$ cat config.mk
export PLATFORM = sky130hd
export DESIGN_NAME = bram_transpose_ctrl
export DESIGN_NICKNAME = d
export VERILOG_FILES = /design/src/rtl/bram_transpose_ctrl.sv
export SDC_FILE = /design/constraint.sdc
export NUM_CORES = 1
export LEC_CHECK = 0
export CAP_MARGIN = 0
export CORE_MARGIN = 2
export CORE_UTILIZATION = 33
export DETAILED_ROUTE_END_ITERATION = 8
export SYNTH_ARGS = -nofsm -noshare
export SYNTH_HDL_FRONTEND = slang
export SYNTH_SLANG_ARGS = --single-unit
$ cat constraint.sdc
create_clock -name clk -period 5 [get_ports clk]
set_input_delay 1 -clock clk [delete_from_list [all_inputs] [get_ports clk]]
set_output_delay 1 -clock clk [all_outputs]
set_load 0.1 [all_outputs]
$ cat src/rtl/bram_transpose_ctrl.sv
// bram_transpose_ctrl: double-buffered N x N tile transposer around a dual-port BRAM.
// Input elements arrive row-major and are written through port A into one of two
// banks. Once a bank holds a full tile, it is read column-major through port B into a
// 2-entry output FIFO. The FIFO gives the read path enough skid for 1 element/cycle
// under back-pressure.
// Ports:
//   clk, rst                       clock, asynchronous active-high reset
//   in_valid/in_data/in_ready      row-major element input (valid/ready)
//   out_valid/out_data/out_last    column-major element output (valid/ready), last marks tile end
//   out_ready                      output consumer ready
//   bram_*_a                       port A: write-only (ren tied low)
//   bram_*_b, bram_dout_b          port B: read-only (wen tied low), one-cycle read latency
//   busy                           a bank is full, a read is in flight, or the FIFO is non-empty
module bram_transpose_ctrl #(
    parameter int unsigned DATA_WIDTH      = 8,
    parameter int unsigned TILE_DIM        = 8,
    parameter int unsigned BRAM_ADDR_WIDTH = 11
) (
    input  logic                       clk,
    input  logic                       rst,
    input  logic                       in_valid,
    input  logic [DATA_WIDTH-1:0]      in_data,
    output logic                       in_ready,
    output logic                       out_valid,
    output logic [DATA_WIDTH-1:0]      out_data,
    output logic                       out_last,
    input  logic                       out_ready,
    output logic [BRAM_ADDR_WIDTH-1:0] bram_addr_a,
    output logic [DATA_WIDTH-1:0]      bram_din_a,
    output logic                       bram_wen_a,
    output logic                       bram_ren_a,
    output logic [BRAM_ADDR_WIDTH-1:0] bram_addr_b,
    output logic                       bram_wen_b,
    output logic                       bram_ren_b,
    input  logic [DATA_WIDTH-1:0]      bram_dout_b,
    output logic                       busy
);

    localparam int unsigned LOG_N = $clog2(TILE_DIM);
    localparam int unsigned IDX_W = 2 * LOG_N;
    localparam logic [IDX_W-1:0] IDX_LAST = IDX_W'(TILE_DIM * TILE_DIM - 1);

    logic [1:0]            full_q, full_d;
    logic                  wr_bank_q, wr_bank_d;
    logic [IDX_W-1:0]      wr_idx_q, wr_idx_d;
    logic                  rd_bank_q, rd_bank_d;
    logic [IDX_W-1:0]      rd_idx_q, rd_idx_d;
    logic                  inflight_q, inflight_d;
    logic                  inflight_last_q, inflight_last_d;
    logic [DATA_WIDTH-1:0] fdata_q [2];
    logic [DATA_WIDTH-1:0] fdata_d [2];
    logic                  flast_q [2];
    logic                  flast_d [2];
    logic                  fwptr_q, fwptr_d;
    logic                  frptr_q, frptr_d;
    logic [1:0]            fcnt_q, fcnt_d;

    logic                  in_hs;
    logic                  pop;
    logic                  rd_issue;
    logic [2:0]            occupancy;

    // Handshake, read-issue and BRAM port drive; rst gating keeps strobes low during reset.
    always_comb begin
        in_ready    = !full_q[wr_bank_q];
        in_hs       = in_valid && in_ready && !rst;
        out_valid   = (fcnt_q != 2'd0);
        pop         = out_valid && out_ready;
        // Entries the FIFO will hold once the in-flight read lands, net of this cycle's pop.
        occupancy   = 3'(fcnt_q) + 3'(inflight_q) - 3'(pop);
        rd_issue    = full_q[rd_bank_q] && (occupancy < 3'd2) && !rst;

        bram_wen_a  = in_hs;
        bram_ren_a  = 1'b0;
        bram_addr_a = BRAM_ADDR_WIDTH'({wr_bank_q, wr_idx_q});
        bram_din_a  = in_hs ? in_data : '0;

        bram_wen_b  = 1'b0;
        bram_ren_b  = rd_issue;
        // Swapping the row/column halves of rd_idx walks the stored tile column by column.
        bram_addr_b = BRAM_ADDR_WIDTH'({rd_bank_q, rd_idx_q[LOG_N-1:0], rd_idx_q[IDX_W-1:LOG_N]});

        out_data    = out_valid ? fdata_q[frptr_q] : '0;
        out_last    = out_valid && flast_q[frptr_q];
        busy        = (full_q != 2'b00) || inflight_q || out_valid;
    end

    // Next-state for bank bookkeeping, read pipeline and output FIFO.
    always_comb begin
        full_d          = full_q;
        wr_bank_d       = wr_bank_q;
        wr_idx_d        = wr_idx_q;
        rd_bank_d       = rd_bank_q;
        rd_idx_d        = rd_idx_q;
        inflight_d      = rd_issue;
        inflight_last_d = rd_issue && (rd_idx_q == IDX_LAST);
        fdata_d         = fdata_q;
        flast_d         = flast_q;
        fwptr_d         = fwptr_q;
        frptr_d         = frptr_q;
        fcnt_d          = fcnt_q + 2'(inflight_q) - 2'(pop);

        if (in_hs) begin
            if (wr_idx_q == IDX_LAST) begin
                wr_idx_d          = '0;
                full_d[wr_bank_q] = 1'b1;
                wr_bank_d         = !wr_bank_q;
            end else begin
                wr_idx_d = wr_idx_q + IDX_W'(1);
            end
        end

        // Writer and reader always own different banks, so set and clear never collide.
        if (rd_issue) begin
            if (rd_idx_q == IDX_LAST) begin
                rd_idx_d          = '0;
                full_d[rd_bank_q] = 1'b0;
                rd_bank_d         = !rd_bank_q;
            end else begin
                rd_idx_d = rd_idx_q + IDX_W'(1);
            end
        end

        if (inflight_q) begin
            fdata_d[fwptr_q] = bram_dout_b;
            flast_d[fwptr_q] = inflight_last_q;
            fwptr_d          = !fwptr_q;
        end
        if (pop) begin
            frptr_d = !frptr_q;
        end
    end

    // State registers.
    always_ff @(posedge clk or posedge rst) begin
        if (rst) begin
            full_q          <= '0;
            wr_bank_q       <= 1'b0;
            wr_idx_q        <= '0;
            rd_bank_q       <= 1'b0;
            rd_idx_q        <= '0;
            inflight_q      <= 1'b0;
            inflight_last_q <= 1'b0;
            for (int i = 0; i < 2; i++) begin
                fdata_q[i] <= '0;
                flast_q[i] <= 1'b0;
            end
            fwptr_q         <= 1'b0;
            frptr_q         <= 1'b0;
            fcnt_q          <= '0;
        end else begin
            full_q          <= full_d;
            wr_bank_q       <= wr_bank_d;
            wr_idx_q        <= wr_idx_d;
            rd_bank_q       <= rd_bank_d;
            rd_idx_q        <= rd_idx_d;
            inflight_q      <= inflight_d;
            inflight_last_q <= inflight_last_d;
            fdata_q         <= fdata_d;
            flast_q         <= flast_d;
            fwptr_q         <= fwptr_d;
            frptr_q         <= frptr_d;
            fcnt_q          <= fcnt_d;
        end
    end

endmodule

* Word-level counts from Yosys, hierarchy flattened *
Index checks and enable logic that the tools add are counted.

storage, ports and cells
  register bits = 40
  bits in latches = 0
  bits in writable memories = 0
  memory bits (read-only) = 0
  output and inout port bits = 46
  word-level logic and storage cells = 85
  memories kept = 0

cells by class
  $add $sub $neg = 6
  $mul = 0
  divide/modulo/power cells = 0
  $lt $le $gt $ge = 8
  equal/unequal tests = 2
  shifts and indexed selects = 0
  muxes and demuxes = 28
  bitwise logic cells = 5
  reductions and logical operators = 22

operator list
  operator                                                                      number
  8-bit 2-to-1 mux                                                              6
  16-bit bitwise mux                                                            1
  6-bit by 1-bit adder with 6-bit output, second input constant                 2
  6-bit equality test, second input constant                                    2
  6-bit 2-to-1 mux                                                              2
  1-bit logical AND                                                             10
  1-bit 2-to-1 mux                                                              10
  8-bit demux with 1-bit select                                                 1
  2-bit 2-to-1 mux                                                              4
  1-bit logical NOT                                                             6
  2-bit >= comparator, second input constant                                    2
  1-bit by 2-bit less-than comparator with 1-bit output, second input constant  2
  1-bit inverter with 2-bit output                                              2
  2-bit AND reduction                                                           2
  2-bit nonzero test                                                            2
  2-bit by 1-bit adder with 3-bit output                                        1
  1-bit demux with 1-bit select                                                 3
  3-bit by 2-bit less-than comparator with 1-bit output, second input constant  1
  3-bit by 1-bit subtractor with 3-bit output                                   1
  2-bit by 1-bit adder with 2-bit output                                        1
  2-bit AND                                                                     1
  2-bit bitwise mux                                                             1
  1-bit >= comparator, second input constant                                    2
  1-bit logical OR                                                              2
  4 further kinds                                                               4

* Longest topological paths before layout *
Gate-level depths: netlist (run 1).

  word-level depth = 10
  gate-level depth with buffers = 14
  gate-level depth less buffers = 13

* Least setup slack after synthesis (run 1) *
No wires, ideal clock.

  path kind = reg2out
  start = reg wr_bank_q
  end = out bram_din_a[0]
  data arrival time = 4,268 ps
  required time = 4,000 ps
  path slack = -268 ps
  stages on the path, launching flop included = 5
  path buffers = 1
  cells stage by stage = dfrtp_1 mux2i_1 and3_1 clkbuf_1 and2_1

on the way
  cells in the longest elaborated chain, start to end = 6

RTL lines
  element                                               RTL line  source
  start: declaration                                    44        logic wr_bank_q, wr_bank_d;
  start signal: assignment                              153       wr_bank_q <= wr_bank_d;
  1-bit 2-to-1 mux (not written as such) (2 in series)  65        in_ready = !full_q[wr_bank_q];
  1-bit logical NOT                                     65
  via in_ready                                          23        output logic in_ready,
  1-bit logical AND (2 in series)                       66        in_hs = in_valid && in_ready && !rst;
  via bram_wen_a                                        30        output logic bram_wen_a,
  8-bit 2-to-1 mux                                      76        bram_din_a = in_hs ? in_data : '0;
  end: declaration                                      29        output logic [DATA_WIDTH-1:0] bram_din_a,

The timed path passes the listed nets, and every way through them passes these cells. The select of a mux whose other input is x is not followed.

* Worst setup path after layout (run 1) *
  start = in out_ready
  end = out bram_ren_b

on the way
  cells in the longest elaborated chain, start to end = 5

RTL lines
  element                                                RTL line  source
  start: declaration                                     27        input logic out_ready,
  1-bit logical AND                                      68        pop = out_valid && out_ready;
  via pop                                                59        logic pop;
  3-bit by 1-bit subtractor with 3-bit output            70        occupancy = 3'(fcnt_q) + 3'(inflight_q) - 3'(pop);
  3-bit by 2-bit less-than comparator with 1-bit output  71        rd_issue = full_q[rd_bank_q] && (occupancy < 3'd2) && !rst;
  1-bit logical AND (2 in series)                        71
  end: declaration                                       34        output logic bram_ren_b,

The timed path passes the listed nets, and every way through them passes these cells.

==> results_dict.tcl, run 1 <==
set metrics [dict create \
    htreeDepth 2 \
    worstPathArrival_ns 3.58 \
    timing_worst_setup_path_type "in2out" \
    r2r_slack_ns 1.74 \
    cts_tree "yes" \
    rows 28 \
    vias_per_cell 4.53 \
    hpwl_um 2810 \
    reg2reg_to "rd_idx_q[5]" \
    min-delay-start "wr_idx_q[4]" \
    antenna_cells 0 \
    hp-class "reg2reg" \
    power_mw 1.47 \
    synth_edf_count 0 \
    final_common_cell "clkdlybuf4s50_1" \
    num_io_pins 66 \
    die_area_um2 6630 \
    whs_path_depth 1 \
    yosysUniqueCellTypes 35 \
    synth_compound_gate_area_share_pct 4.11 \
    synth-simple-area-share_pct 13.4 \
    core_um2 5850 \
    r2r_start "fcnt_q[1]" \
    antenna_found_initial 0 \
    syn-instance-count 173 \
    grt_pass1_wl_um 6100 \
    hold_viol 0 \
    layout_common_cells "clkdlybuf4s50_1, dfrtp_1, mux2_2" \
    port-buffer-count 55 \
    ys.flop_type "dfrtp_1" \
    seq_area_frac_synth_pct 50.6 \
    nNetsFinal 255 \
    synth_seq_cells 40 \
    syn_avg_cell_area_um2 11.4 \
    clk_pin_slew_worst_paths_ns 0.07 \
    outcome "finished clean" \
    die_h_um 81.4 \
    synthXorXnorAreaFrac_pct 4.42 \
    syn_area_um2 1980 \
    synth_top_area_cell "dfrtp_1" \
    fmax_mhz 219 \
    clock_path_buffers 2 \
    fin_tns_setup_ns 0 \
    ir_drop_uv 373 \
    required_ns 4.00 \
    track_usage_pct 12.2 \
    initial_core_util_pct 33.8 \
    worst_pin_slew_ns 0.986 \
    start_kind "primary input" \
    holdPathEnd "wr_idx_q[4]" \
    synth_mux_area_share_pct 16.9 \
    fill_cells 543 \
    holdBufCountCts 0 \
    wire_per_inst_um 12.7 \
    clk_latency_ns 0.28 \
    fin_crit_ns 4.58 \
    finalCritPeriodShare_pct 91.5 \
    async_flop_share_pct 100 \
    synth_top_family_by_area "multiplexers" \
    drv_slew 0 \
    skew_ns 0.00385 \
    areaGrowthSynthToFinish_pct 40.5 \
    post-cts-setup-buffers 0 \
    cap_violations 0 \
    drive_above_1_share_pct 18.6 \
    cts-buffers-inserted 5 \
    grt.overflow.total 0 \
    r2r_cells 13 \
    synth_top_area_share_pct 50.6 \
    drt_first_pass_iters 4 \
    finalSetupViolCount 0 \
    grt_max_degree 41 \
    worstPathMaxFanout 7 \
    yosysWarnings 0 \
    leakagePower_nw 1.26 \
    relSlewSlack_pct 34.1 \
    powerDensity_nw_per_um2 529 \
    die_width_um 81.4 \
    cp-end-kind "output pin" \
    grt_pass1_vias 1304 \
    worst_hold_slack_ns 0.495 \
    clockRootBuffer "clkbuf_8" \
    cts.sink_count 40 \
    drcViolationCount 0 \
    cts-resized-gates 0 \
    synthAdderAreaFrac_pct 3.54 \
    antenna_left 0 \
    vias 1385 \
    gp_congestion 0.700 \
    wirelength_um 3880 \
    drt-initial-drc-count 63 \
    rsz0062_at_grt "false" \
    ys_top_cells_by_area "dfrtp_1, mux2_2, mux2i_1" \
]
[Yosys cell counts (2+ instances only)]
library cell	number
and2_1	9
nand2_1	11
xnor2_1	6
nor2_1	11
buf_4	12
xor2_1	4
nand3_1	5
clkbuf_1	4
inv_1	7
and3_1	5
mux2_2	19
dfrtp_1	40
nor2b_1	2
mux2i_1	12
ha_1	4
a41oi_1	2
o21ai_0	2
[state kept, by name, indices dropped and copies added (netlist names), 2 cells and up]
signal,count
fdata_q,16
rd_idx_q,6
wr_idx_q,6
fcnt_q,2
flast_q,2
full_q,2
[cell type report]
type                            instances  area, um^2  share of cell area [%]
Tap cell                               75        93.8                    3.37
Sequential cell                        40        1000                    36.0
Inverter                                7        26.3                   0.945
Clock buffer                            6        72.6                    2.61
Timing Repair Buffer                   58         673                    24.2
Clock inverter                          2        35.0                    1.26
Multi-Input combinational cell        118         880                    31.6
[worst max-delay path, stage by stage]
cell and delay [ns]:
clkdlybuf4s50_1 0.48, and2_1 0.16, ha_1 0.23, inv_1 0.06, ha_1 0.13, inv_1 0.05
fa_1 0.37, xor2_1 0.18, or3_1 0.48, inv_1 0.23, buf_12 0.21
[metal layers]
metal	GRT usage, %	vias up	part of all wire, %
met2	17.3	48	44
met3	4.95	4	8.2
met5	0	-	0
li1	-	681	-
met1	16.9	652	47
met4	4.07	0	0.93
[power by group]
part / switching [mW] / internal, mW / leakage [nW]
combinational: 0.589 / 0.203 / 0.694
clock: 0.107 / 0.148 / 0.0552
sequential: 0.0598 / 0.364 / 0.508
total: 0.756 / 0.715 / 1.26
[how the worst max path moves through the flow]
stage / start / cells after the start / endpoint
floorplan: fcnt_q[1] / 12 / bram_ren_b
global placement: out_ready / 11 / bram_ren_b
detailed placement: out_ready / 11 / bram_ren_b
CTS: out_ready / 11 / bram_ren_b
global route: out_ready / 11 / bram_ren_b
finish: out_ready / 11 / bram_ren_b
[logic make-up after synthesis]
family	after synthesis
adder cells (fa/ha/maj)	5
XOR/XNOR	10
AO/OA/AOI/OAI	11
flip-flops	40
multiplexers	31
other	1
buffers and inverters	24
AND/OR/NAND/NOR	51
[stage by stage]
stage	setup slack [ns]	util (%)	cell area (um^2)	instances
after floorplan	0.202	-	2020	182
after global placement	0.460	45.7	2670	298
after detailed placement	0.447	45.7	2670	298
after CTS	0.425	47.5	2780	306
after global routing	0.290	47.5	2780	306
final	0.425	47.5	2780	306
Note: power is estimated with default switching activity, not from simulation.
==> run 2, diff against run 1 <==
--- a/config.mk
+++ b/config.mk
@@ -7,8 +7,10 @@
 export LEC_CHECK = 0
 export CAP_MARGIN = 0
 export CORE_MARGIN = 2
-export CORE_UTILIZATION = 33
+export CORE_UTILIZATION = 34
 export DETAILED_ROUTE_END_ITERATION = 8
+export GPL_ROUTABILITY_DRIVEN = 0
+export SKIP_CTS_REPAIR_TIMING = 1
 export SYNTH_ARGS = -nofsm -noshare
 export SYNTH_HDL_FRONTEND = slang
 export SYNTH_SLANG_ARGS = --single-unit
==> run 2 against run 1 <==
Compared with the run above:
- sequential share of layout area is 0.097 points higher
- critical endpoint unchanged
- register-to-register slack worse by 0.02 ns
- combinational power hardly changed
- largest power group unchanged
- maximum frequency is 0.78% higher
- highest routed layer unchanged
==> results_dict.tcl, run 2 (synthesized netlist as in run 1, its figures left out) <==
set metrics [dict create \
    critical_path_buf_inv_count 5 \
    required_ns 4.00 \
    finalSetupViolCount 0 \
    wl_met3_um 313 \
    antenna_left 0 \
    fin_tns_setup_ns 0 \
    cts-buffers-inserted 5 \
    largest-register "fdata_q" \
    fin_crit_ns 4.54 \
    timing_worst_setup_path_type "in2out" \
    top_layer "met4" \
    fmax_mhz 220 \
    wire_per_inst_um 12.8 \
    powerDensity_nw_per_um2 531 \
    antenna_found_initial 0 \
    largestRegisters "fdata_q x16, rd_idx_q x6, wr_idx_q x6" \
    port-buffer-count 55 \
    grt_pass1_wl_um 6410 \
    clk_pin_slew_worst_paths_ns 0.08 \
    multi_input_area_um2 880 \
    wirelength_um 3850 \
    crit_top_cell "inv_1" \
    final_core_util_pct 49.8 \
    met2_length_um 1770 \
    drt-met1-wl_um 1740 \
    vias_per_cell 4.65 \
    relSlewSlack_pct 34.0 \
    track_usage_pct 12.7 \
    die_h_um 80.3 \
    fill_cells 533 \
    num_io_pins 66 \
    outcome "finished clean" \
    drt_first_pass_iters 4 \
    drv_slew 0 \
    crit_chain "clkdlybuf4s50_1 -> and2_1 -> ha_1 -> inv_1 -> ha_1 -> inv_1 -> fa_1 -> xor2_1 -> or3_1 -> inv_1 -> buf_12" \
    htreeDepth 2 \
    clk_latency_ns 0.29 \
    largest_register_ffs 16 \
    hp-class "reg2reg" \
    cts_tree "yes" \
    regArea_um2 1000 \
    worstPathArrival_ns 3.54 \
    vias 1404 \
    start_kind "primary input" \
    skew_ns 0.00795 \
    cpPeakStageDelay_ns 0.48 \
    ir_drop_uv 341 \
    clock_path_buffers 2 \
    grt_max_degree 41 \
    nNetsFinal 254 \
    worst_pin_slew_ns 0.987 \
    rsz0062_at_grt "false" \
    cts.sink_count 40 \
    grt_pass1_vias 1353 \
    hpwl_um 2800 \
    die_width_um 80.3 \
    drive_above_1_share_pct 18.7 \
    antenna_cells 0 \
    die_area_um2 6450 \
    cp-end-kind "output pin" \
    leakagePower_nw 1.25 \
    hold_viol 0 \
    initial_core_util_pct 35.5 \
    clockRootBuffer "clkbuf_8" \
    drcViolationCount 0 \
    core_um2 5570 \
    crit_slowest_cell "or3_1" \
    cap_violations 0 \
    drt-initial-drc-count 77 \
    finalCritPeriodShare_pct 90.8 \
    rows 27 \
    final_common_cell "clkdlybuf4s50_1" \
    worstPathMaxFanout 7 \
    grt.overflow.total 0 \
    layout_common_cells "clkdlybuf4s50_1, dfrtp_1, mux2_2" \
    path_delay_family "buffers and inverters" \
    areaGrowthSynthToFinish_pct 40.1 \
]
run 2: routing by layer:
| layer | global-route usage, % | vias to the layer above |
|---|---|---|
| met5 | 0 | - |
| met4 | 3.05 | 0 |
| met3 | 4.94 | 5 |
| met2 | 19.9 | 48 |
| met1 | 16.5 | 668 |
| li1 | - | 683 |
run 2: final timing paths:
path | from | to | slack [ns] | cells after the start
setup / recovery | out_ready | bram_ren_b | 0.46 | 11
hold / removal | fwptr_q | fwptr_q | 0.50 | 1
setup reg to reg | fcnt_q[1] | rd_idx_q[5] | 1.72 | 13
hold reg to reg | fwptr_q | fwptr_q | 0.50 | 1
max in group asynchronous | rst | wr_idx_q[1] | 3.42 | 3
min in group asynchronous | rst | fdata_q[11] | 1.24 | 3
run 2: worst register-to-register path: stages (launching register included):
cell and delay [ns]:
dfrtp_1 0.43, nor2_1 0.11, buf_4 0.18, inv_1 0.09
and2_1 0.18, ha_1 0.27, inv_1 0.05, ha_1 0.13
inv_1 0.05, fa_1 0.38, xor2_1 0.18, or3_1 0.48
or4_4 0.55, a21oi_2 0.14
run 2: per-stage QoR:
step	power (mW)	hold slack (ns)	setup slack, ns	std cells	instance area (um^2)
floorplan	1.04	0.463	0.202	182	2020
global placement	1.22	0.480	0.499	294	2660
detailed placement	1.23	0.478	0.452	294	2660
CTS	1.50	0.502	0.434	302	2770
global route	1.54	0.514	0.301	302	2770
finish	1.47	0.500	0.460	302	2770
run 2: layout make-up:
type | count | area share [%]
Clock buffer | 5 | 2.48
Clock inverter | 3 | 1.53
Inverter | 7 | 0.947
Multi-Input combinational cell | 118 | 31.7
Sequential cell | 40 | 36.1
Tap cell | 72 | 3.25
Timing Repair Buffer | 57 | 24.0
run 2: where the power goes:
group          internal (mW)  switching, mW
Combinational          0.203          0.589
Clock                  0.148          0.113
Sequential             0.364         0.0574
Total                  0.714          0.760
==> run 3, diff against run 2 <==
--- a/config.mk
+++ b/config.mk
@@ -6,7 +6,7 @@
 export NUM_CORES = 1
 export LEC_CHECK = 0
 export CAP_MARGIN = 0
-export CORE_MARGIN = 2
+export CORE_MARGIN = 4
 export CORE_UTILIZATION = 34
 export DETAILED_ROUTE_END_ITERATION = 8
 export GPL_ROUTABILITY_DRIVEN = 0
==> run 3 against run 2 <==
Compared with the run above:
- wire length increased by 2.6%
- sequential share of layout area stayed put
- first-iteration DRC count decreased by 58%
- register-to-register slack better by 0.03 ns
- via count is 1.3% lower
==> results_dict.tcl, run 3 (synthesized netlist as in run 1, its figures left out) <==
set metrics [dict create \
    timing.final.ws_setup_ns 0.476 \
    nNetsFinal 254 \
    combPwrFrac_pct 53.7 \
    drt-initial-drc-count 32 \
    timing_worst_setup_path_type "in2out" \
    place_ws_ns 0.459 \
    drt_first_pass_iters 4 \
    drv_slew 0 \
    clock_path_buffers 2 \
    clk_latency_ns 0.29 \
    regArea_um2 1000 \
    outcome "finished clean" \
    powerDensity_nw_per_um2 533 \
    clock_power_share_pct 17.7 \
    start_kind "primary input" \
    fin_tns_setup_ns 0 \
    worstPathMaxFanout 7 \
    finalCritPeriodShare_pct 90.5 \
    grt_max_degree 41 \
    skew_ns 0.00789 \
    final_core_util_pct 49.8 \
    finalSetupViolCount 0 \
    cp-end-kind "output pin" \
    reg2reg_to "rd_idx_q[5]" \
    worstPathArrival_ns 3.52 \
    ir_drop_uv 313 \
    port-buffer-count 55 \
    fmax_mhz 221 \
    hp-class "reg2reg" \
    worst_pin_slew_ns 0.990 \
    r2r_start "fcnt_q[1]" \
    core_um2 5570 \
    largest-register "fdata_q" \
    cap_violations 0 \
    hpwl_um 2920 \
    p_int_mw 0.714 \
    largest_register_ffs 16 \
    initial_core_util_pct 35.5 \
    track_usage_pct 11.5 \
    grt_pass1_wl_um 6490 \
    antenna_left 0 \
    cts_tree "yes" \
    whs_path_depth 1 \
    areaGrowthSynthToFinish_pct 40.1 \
    cts.sink_count 40 \
    wire_per_inst_um 13.1 \
    min-delay-start "fwptr_q" \
    layout_common_cells "clkdlybuf4s50_1, dfrtp_1, mux2_2" \
    drcViolationCount 0 \
    num_io_pins 66 \
    final_cells 302 \
    holdPathEnd "fwptr_q" \
    antenna_found_initial 0 \
    grt.overflow.total 0 \
    clk_pin_slew_worst_paths_ns 0.08 \
    clockRootBuffer "clkbuf_8" \
    vias 1386 \
    dp.cells 294 \
    grt_pass1_vias 1301 \
    die_area_um2 7110 \
    multi_input_area_um2 880 \
    htreeDepth 2 \
    r2r_cells 13 \
    rows 27 \
    rsz0062_at_grt "false" \
    drive_above_1_share_pct 18.7 \
    required_ns 4.00 \
    r2r_slack_ns 1.75 \
    largestRegisters "fdata_q x16, rd_idx_q x6, wr_idx_q x6" \
    power_frac_seq_pct 28.6 \
    final_common_cell "clkdlybuf4s50_1" \
    antenna_cells 0 \
    relSlewSlack_pct 33.8 \
    switching_share_pct 51.7 \
    p_switching_mw 0.764 \
    die_width_um 84.3 \
    wirelength_um 3950 \
    hold_viol 0 \
    die_h_um 84.3 \
    vias_per_cell 4.59 \
    leakagePower_nw 1.25 \
    cts-buffers-inserted 5 \
    fin_crit_ns 4.52 \
    fill_cells 523 \
]
-- run 3: cell counts in the layout (fill, tap and decap cells not counted) --
No cell type changed its count.
-- run 3: cell type report --
cell class                      count  share of cell area (%)
Sequential cell                    40                    36.1
Clock inverter                      3                    1.53
Inverter                            7                   0.947
Multi-Input combinational cell    118                    31.7
Clock buffer                        5                    2.48
Tap cell                           72                    3.25
Timing Repair Buffer               57                    24.0
-- run 3: routing by layer --
layer / vias to the layer above / routed length, um / track usage [%]
li1: 681 / - / -
met1: 649 / 1730 / 14.6
met2: 49 / 1740 / 16.6
met3: 7 / 420 / 5.89
met4: 0 / 59 / 4.39
met5: - / 0 / 0
-- run 3: how the worst max path moves through the flow --
stage | startpoint | end | slack [ns] | cells after the start
2_1_floorplan | fcnt_q[1] | bram_ren_b | 0.20 | 12
3_3_place_gp | out_ready | bram_ren_b | 0.50 | 11
3_5_place_dp | out_ready | bram_ren_b | 0.46 | 11
4_1_cts | out_ready | bram_ren_b | 0.46 | 11
5_1_grt | out_ready | bram_ren_b | 0.28 | 11
6_report | out_ready | bram_ren_b | 0.48 | 11
-- run 3: critical path, cell delays in order --
cell,delay [ns]
clkdlybuf4s50_1,0.45
and2_1,0.15
ha_1,0.23
inv_1,0.06
ha_1,0.13
inv_1,0.05
fa_1,0.37
xor2_1,0.18
or3_1,0.47
inv_1,0.23
buf_12,0.21
-- run 3: through the flow --
stage	hold slack (ns)	total power, mW	cell area (um^2)
after floorplan	0.463	1.04	2020
after global placement	0.476	1.22	2660
after detailed placement	0.485	1.23	2660
after CTS	0.498	1.50	2770
after global routing	0.527	1.54	2770
final	0.497	1.48	2770
-- run 3: power by group through the flow --
stage | Combinational [mW] | Clock [mW] | Sequential, mW
detailed placement | 0.801 | 0 | 0.431
CTS | 0.801 | 0.274 | 0.425
finish | 0.794 | 0.262 | 0.423
floorplan | 0.501 | 0 | 0.542
global placement | 0.796 | 0 | 0.428
global route | 0.827 | 0.288 | 0.430
